===== config.mk =====
export PLATFORM = sky130hd
export DESIGN_NAME = autosa_cdp_rdma_grp_ctrl
export DESIGN_NICKNAME = d
export VERILOG_FILES = /design/src/rtl/autosa_cdp_rdma_grp_pkg.sv /design/src/rtl/autosa_cdp_rdma_grp_wdog.sv /design/src/rtl/autosa_cdp_rdma_grp_ctrl.sv
export SDC_FILE = /design/constraint.sdc
export NUM_CORES = 1
export LEC_CHECK = 0
export CAP_MARGIN = 30
export CORE_ASPECT_RATIO = 1.1
export CORE_MARGIN = 1
export CORE_UTILIZATION = 40
export DETAILED_ROUTE_END_ITERATION = 7
export PLACE_DENSITY = 0.8
export SLEW_MARGIN = 5
export SYNTH_ARGS = -nofsm -noshare
export SYNTH_HDL_FRONTEND = slang
export SYNTH_HIERARCHICAL = 1
export SYNTH_SLANG_ARGS = --single-unit
export TNS_END_PERCENT = 5

===== constraint.sdc =====
create_clock -name autosa_core_clk -period 1.5 [get_ports autosa_core_clk]
set_clock_uncertainty 0.05 [all_clocks]
set_input_delay 0.225 -clock autosa_core_clk [delete_from_list [all_inputs] [get_ports autosa_core_clk]]
set_output_delay 0.225 -clock autosa_core_clk [all_outputs]
set_load 0.005 [all_outputs]

===== src/rtl/autosa_cdp_rdma_grp_pkg.sv =====
// Shared status encoding and FSM state type for the CDP RDMA ping-pong group controller.
package autosa_cdp_rdma_grp_pkg;

  localparam logic [1:0] StatIdle    = 2'd0;
  localparam logic [1:0] StatRunning = 2'd1;
  localparam logic [1:0] StatPending = 2'd2;
  localparam logic [1:0] StatError   = 2'd3;

  typedef enum logic [1:0] {
    StIdle,
    StLaunch,
    StRun,
    StDone
  } grp_state_e;

endpackage


===== src/rtl/autosa_cdp_rdma_grp_wdog.sv =====
// Run-phase timeout counter; only instantiated when AUTOSA_CDP_RDMA_GRP_WDOG_EN is defined.
module autosa_cdp_rdma_grp_wdog
  import autosa_cdp_rdma_grp_pkg::*;
#(
  parameter int unsigned WDOG_CYC = 1024
) (
  input  logic clk,
  input  logic rst,
  input  logic start,
  input  logic run,
  output logic hit
);

  localparam int unsigned CntW = (WDOG_CYC > 2) ? $clog2(WDOG_CYC) : 1;

  logic [CntW-1:0] cnt;

  // Cleared on the launch-accept edge so the first RUN cycle sees a count of zero.
  always_ff @(posedge clk) begin
    if (rst || start) begin
      cnt <= '0;
    end else if (run) begin
      cnt <= cnt + 1'b1;
    end
  end

  assign hit = run && (cnt == CntW'(WDOG_CYC - 1));

endmodule


===== src/rtl/autosa_cdp_rdma_grp_ctrl.sv =====
// Two-group ping-pong launch controller for the CDP RDMA datapath.
// Define AUTOSA_CDP_RDMA_GRP_WDOG_EN to add the run-phase watchdog.
module autosa_cdp_rdma_grp_ctrl
  import autosa_cdp_rdma_grp_pkg::*;
#(
  parameter int unsigned WDOG_CYC = 1024
) (
  input  logic       autosa_core_clk,
  input  logic       autosa_core_rst,
  input  logic       producer,
  input  logic       op_en_wr,
  input  logic       dp_op_ready,
  input  logic       dp_done,
  output logic       consumer,
  output logic [1:0] status_0,
  output logic [1:0] status_1,
  output logic [1:0] op_en,
  output logic       dp_op_valid,
  output logic       dp_op_grp,
  output logic [1:0] irq,
  output logic       err,
  output logic       wdog_err
);

  grp_state_e      state;
  logic [1:0][1:0] grp_status;
  logic            wdog_exp;
  logic            accept;
  logic            clr_match;
  logic            wr_ok;
  logic            wr_dup;
  logic            stray_done;

  assign status_0 = grp_status[0];
  assign status_1 = grp_status[1];

  always_comb begin
    accept     = (state == StLaunch) && dp_op_valid && dp_op_ready;
    // A write landing on the group being cleared re-arms it instead of counting as a duplicate.
    clr_match  = ((state == StDone) || wdog_exp) && (producer == dp_op_grp);
    wr_ok      = op_en_wr && (!op_en[producer] || clr_match);
    wr_dup     = op_en_wr && !wr_ok;
    stray_done = dp_done && (state != StRun);
  end

`ifdef AUTOSA_CDP_RDMA_GRP_WDOG_EN
  logic wdog_hit;

  autosa_cdp_rdma_grp_wdog #(
    .WDOG_CYC(WDOG_CYC)
  ) u_wdog (
    .clk  (autosa_core_clk),
    .rst  (autosa_core_rst),
    .start(accept),
    .run  (state == StRun),
    .hit  (wdog_hit)
  );

  // A completion arriving on the expiry cycle wins over the timeout.
  assign wdog_exp = wdog_hit && !dp_done;

  always_ff @(posedge autosa_core_clk) begin
    if (autosa_core_rst) begin
      wdog_err <= 1'b0;
    end else begin
      wdog_err <= wdog_exp;
    end
  end
`else
  assign wdog_exp = 1'b0;
  assign wdog_err = 1'b0;
`endif

  always_ff @(posedge autosa_core_clk) begin
    if (autosa_core_rst) begin
      state       <= StIdle;
      consumer    <= 1'b0;
      op_en       <= '0;
      grp_status  <= '0;
      dp_op_valid <= 1'b0;
      dp_op_grp   <= 1'b0;
      irq         <= '0;
      err         <= 1'b0;
    end else begin
      irq <= '0;
      err <= wr_dup || stray_done;

      unique case (state)
        StIdle: begin
          if (op_en[consumer]) begin
            state       <= StLaunch;
            dp_op_valid <= 1'b1;
            dp_op_grp   <= consumer;
          end
        end
        StLaunch: begin
          if (accept) begin
            state                 <= StRun;
            dp_op_valid           <= 1'b0;
            grp_status[dp_op_grp] <= StatRunning;
          end
        end
        StRun: begin
          if (dp_done) begin
            state <= StDone;
          end else if (wdog_exp) begin
            state                 <= StIdle;
            op_en[dp_op_grp]      <= 1'b0;
            grp_status[dp_op_grp] <= StatError;
            consumer              <= ~consumer;
          end
        end
        StDone: begin
          state                 <= StIdle;
          op_en[dp_op_grp]      <= 1'b0;
          grp_status[dp_op_grp] <= StatIdle;
          irq[dp_op_grp]        <= 1'b1;
          consumer              <= ~consumer;
        end
        default: state <= StIdle;
      endcase

      // Placed after the FSM so a same-cycle re-enable overrides the completion clear.
      if (wr_ok) begin
        op_en[producer]      <= 1'b1;
        grp_status[producer] <= StatPending;
      end
    end
  end

endmodule


==> flow_results.org <==
** Outcome
- The run finished with clean final reports.

** Power
- Combinational logic burns approximately 44% of the power.
- Registers are responsible for 35.4% of the overall power.
- Int Power :: around 0.9 mW
- The worst-case IR drop observed on VDD is around 790 uV.
- Clock share of power :: between 20% and 30%
- In this run switching power makes up between 30% and 40% of total power.
- For this design the ratio of total power to cell area is 1280 nW/um^2.
- The analysis attributes to cell leakage a power of 0.475 nW.
- For this design the total switching power over the nets is between 0.4 and 0.5 mW.

** Floorplanning
- The die is 40.6 microns wide.
- After floorplanning, the core was divided into 14 placement rows.
- The die is between 40 and 50 microns tall.
- Once the floorplan was initialized, standard cells occupied 45.0% of the core.
- Die area :: 1800 sq um
- IO Count :: 19
- Core area :: between 1000 and 1500 sq um

** Run
- Maximum capacitance violations :: 0

** Drt
- After detailed routing, the number of remaining DRC violations is 0.
- Average wire length per cell after detail routing :: between 10 and 15 microns
- Via total after detailed routing :: 655
- TritonRoute pass-1 iters :: 4
- After the first detailed-routing iteration, the DRC count stood at 10.
- Routed Antenna Nets :: 0
- Average vias per placed instance :: a little over 5
- Post-detailed-routing wire length :: roughly 1700 microns

** Clock network
- After clock tree synthesis, the clock-pin slew on the worst setup and hold paths is 0.09 ns.
- The clock passes through at most 2 buffers.
- The root buffer cell chosen for the clock tree is sky130_fd_sc_hd__clkbuf_4.
- Clk Latency, worst-skew pair :: approximately 0.28 ns
- Number of sinks on the clock net :: 14
- # hold bufs at CTS :: 0
- Buffers inserted during clock tree synthesis total 3.
- CTS built an H-tree with a depth of 1.
- TritonCTS built the clock tree.

** Setup path
- Critical path's most frequent cell :: sky130_fd_sc_hd__buf_4
- CP startpoint kind :: flip-flop
- Top fanout value on the critical path :: 3
- Data on the critical path arrives at its endpoint at 1.63 ns.
- The worst setup path is of the reg2reg kind.
- Slowest stage delay, CP :: roughly 0.34 ns
- Among all stages on the critical path, the largest delay is contributed by sky130_fd_sc_hd__dfxtp_2.
- Worst setup EP type :: flip-flop
- Required arrival time at the worst endpoint :: approximately 1.6 ns
- Measured in cells, the most critical reg-to-reg path has a length of 6.
- The critical path goes through buf_4, ha_2, a222oi_1, buf_4, mux2i_1, nor2_1.

** STA
- Setup-failing EPs final :: 0
- The worst path needs approximately 1.5 ns of the cycle, external delays included.
- Final hold analysis gives a worst-case slack of approximately 0.45 ns.
- Total count of max-transition violations in the final report :: 0
- Setup repair after global routing missed its margin :: yes
- Derived from the worst setup path, the maximum achievable clock frequency is approximately 0.67 GHz.
- Setup WS post-layout :: about 0.0067 ns
- Final hold violations :: 0
- The worst path uses ~100% of the clock period.

** Logic synthesis
- Post-synthesis instance area :: 654 sq um
- Synthesis instantiated 25 different standard cells from the library.
- Of the post-synthesis cell area, the dominant cell type holds between 40 and 50%.
- For this run, the number of Yosys warnings is 6.
- A synthesized cell averages ~8.5 sq um.
- Counting flops and latches in the post-synthesis netlist gives 14.
- Among all flip-flop cells after synthesis, the most frequent one is sky130_fd_sc_hd__dfxtp_1.
- In this run, synthesis inferred 0 flip-flops with an integrated enable.
- Among all cell types in the netlist, the one instantiated most often is sky130_fd_sc_hd__dfxtp_1.
- Synthesized instance count :: 77
- Sequential elements use a little over two fifths of the synthesized area.
- Of all flip-flops after synthesis, the portion carrying an async set or reset was 0%.
- By area the synthesized netlist is led by sky130_fd_sc_hd__dfxtp_1, sky130_fd_sc_hd__ha_1, sky130_fd_sc_hd__a21oi_1.
- Leading post-synthesis cells by instance count :: sky130_fd_sc_hd__dfxtp_1, sky130_fd_sc_hd__nor2_1, sky130_fd_sc_hd__a21oi_1, sky130_fd_sc_hd__nand2_1, sky130_fd_sc_hd__inv_1
- Largest area contributor in the netlist :: sky130_fd_sc_hd__dfxtp_1
- Counting every net in the synthesized netlist gives about 90.

** Min path
- Type of the tightest min-delay check :: reg2reg
- Along the worst hold path, the cell count comes to 2.

** Placement
- At the end of routability-driven placement, the weighted congestion stood at around 0.8.
- Worst setup slack before clock tree synthesis :: -0.267 ns
- Port buffering added 17 buffers.
- Placed Instance Area :: about 930 sq um
- The wire-length estimate of the detail-placed layout is 1150 microns.

** Global routing
- Final global-route overflow total :: 0
- Via count of the first global-routing pass :: about 620
- Entering global routing, the biggest net connects 9 pins.
- Number of antenna violations at the first check in global routing :: 0
- For this run, the total global-route usage over all layers was measured as 20.6%.
- Global-route wire length before repair :: around 2600 microns

** Finish
- Count of nets after finishing :: between 100 and 150
- Cell area after layout :: between 1000 and 1500 sq um
- From synthesis to final layout, the design area changed by 58.7%.
- Fraction of layout cells with a size suffix above 1 :: between 20% and 30%
- Number of inserted diodes :: 0
-- critical path: cells and delay by family, from the launching register on --
kind,cells,cell delay [ns]
AOI/OAI and AO/OA,1,0.23
adders and majority gates,1,0.18
buffers and inverters,2,0.33
DFF,1,0.34
muxes,1,0.19
and+or+nand+nor,1,0.07
-- layout by cell type, fill, tap and decap left out, types with 3 or more instances in the layout --
| master | netlist | final |
|---|---|---|
| sky130_fd_sc_hd__nor2_1 | 10 | 10 |
| sky130_fd_sc_hd__clkdlybuf4s50_1 | 0 | 13 |
| sky130_fd_sc_hd__dfxtp_2 | 0 | 5 |
| sky130_fd_sc_hd__dfxtp_1 | 14 | 7 |
| sky130_fd_sc_hd__nand2_1 | 9 | 9 |
| sky130_fd_sc_hd__a21oi_1 | 9 | 9 |
| sky130_fd_sc_hd__buf_4 | 1 | 15 |
| sky130_fd_sc_hd__inv_1 | 6 | 4 |
| sky130_fd_sc_hd__clkbuf_4 | 0 | 3 |
| sky130_fd_sc_hd__nand2b_1 | 3 | 3 |
-- worst paths after layout --
check,slack [ns],start,to
setup reg to reg,0.007,state[0]$_SDFFE_PP0P_,state[1]$_SDFFE_PP0P_
hold / removal,0.45,status_0[1]$_SDFF_PP0_,status_0[1]$_SDFF_PP0_
setup / recovery,0.007,state[0]$_SDFFE_PP0P_,state[1]$_SDFFE_PP0P_
hold reg to reg,0.45,status_0[1]$_SDFF_PP0_,status_0[1]$_SDFF_PP0_
-- timing repair --
item                       CTS  global route
setup endpoints to repair    6             8
setup buffers                1             2
resized for setup            7            15
pin swaps                    1             5
-- sequential cells by signal (all words and copies together) (netlist names) --
signal and flops:
consumer 1, dp_op_grp 1, dp_op_valid 1, err 1
irq 2, op_en 2, state 2, status_0 2
status_1 2
-- area by class of cell --
type	count	area (sq um)
clock buffer	4	36.3
timing repair buffer	32	285
multi-input combinational	55	375
sequential	14	294
tap	16	20.0
inverter	6	27.5
fill	103	415
-- routing by layer --
metal,global-route usage (%),vias to the layer above,part of all wire (%)
li1,-,326,-
met1,24.1,312,44
met2,34.9,15,51
met3,6.03,2,4.0
met4,6.00,0,0.79
met5,0,-,0
-- through the flow --
step	power (mW)	utilization, %	instances	setup TNS [ns]
global route	1.42	71.4	127	-0.0830
detailed placement	0.931	63.9	120	-0.482
global placement	0.904	63.9	120	-0.300
finish	1.33	71.4	127	0
floorplan	0.715	-	77	0
CTS	1.23	67.2	125	-0.0000219
-- power by group through the flow --
stage	registers [mW]	clock network, mW	logic (mW)
floorplan	0.463	0	0.252
global placement	0.455	0	0.450
detailed placement	0.459	0	0.472
CTS	0.453	0.276	0.501
global route	0.481	0.288	0.653
finish	0.473	0.272	0.589
-- kinds of logic after synthesis --
logic type / count (synthesis) / synth area share [%]
other: 1 / 0.573
AND/OR/NAND/NOR: 26 / 17.6
buffers and inverters: 8 / 5.16
flip-flops: 14 / 42.8
AO/OA/AOI/OAI: 19 / 18.5
XOR/XNOR: 2 / 2.68
multiplexers: 2 / 3.06
adder cells (fa/ha/maj): 5 / 9.56
Note: power is estimated with default switching activity, not from simulation.
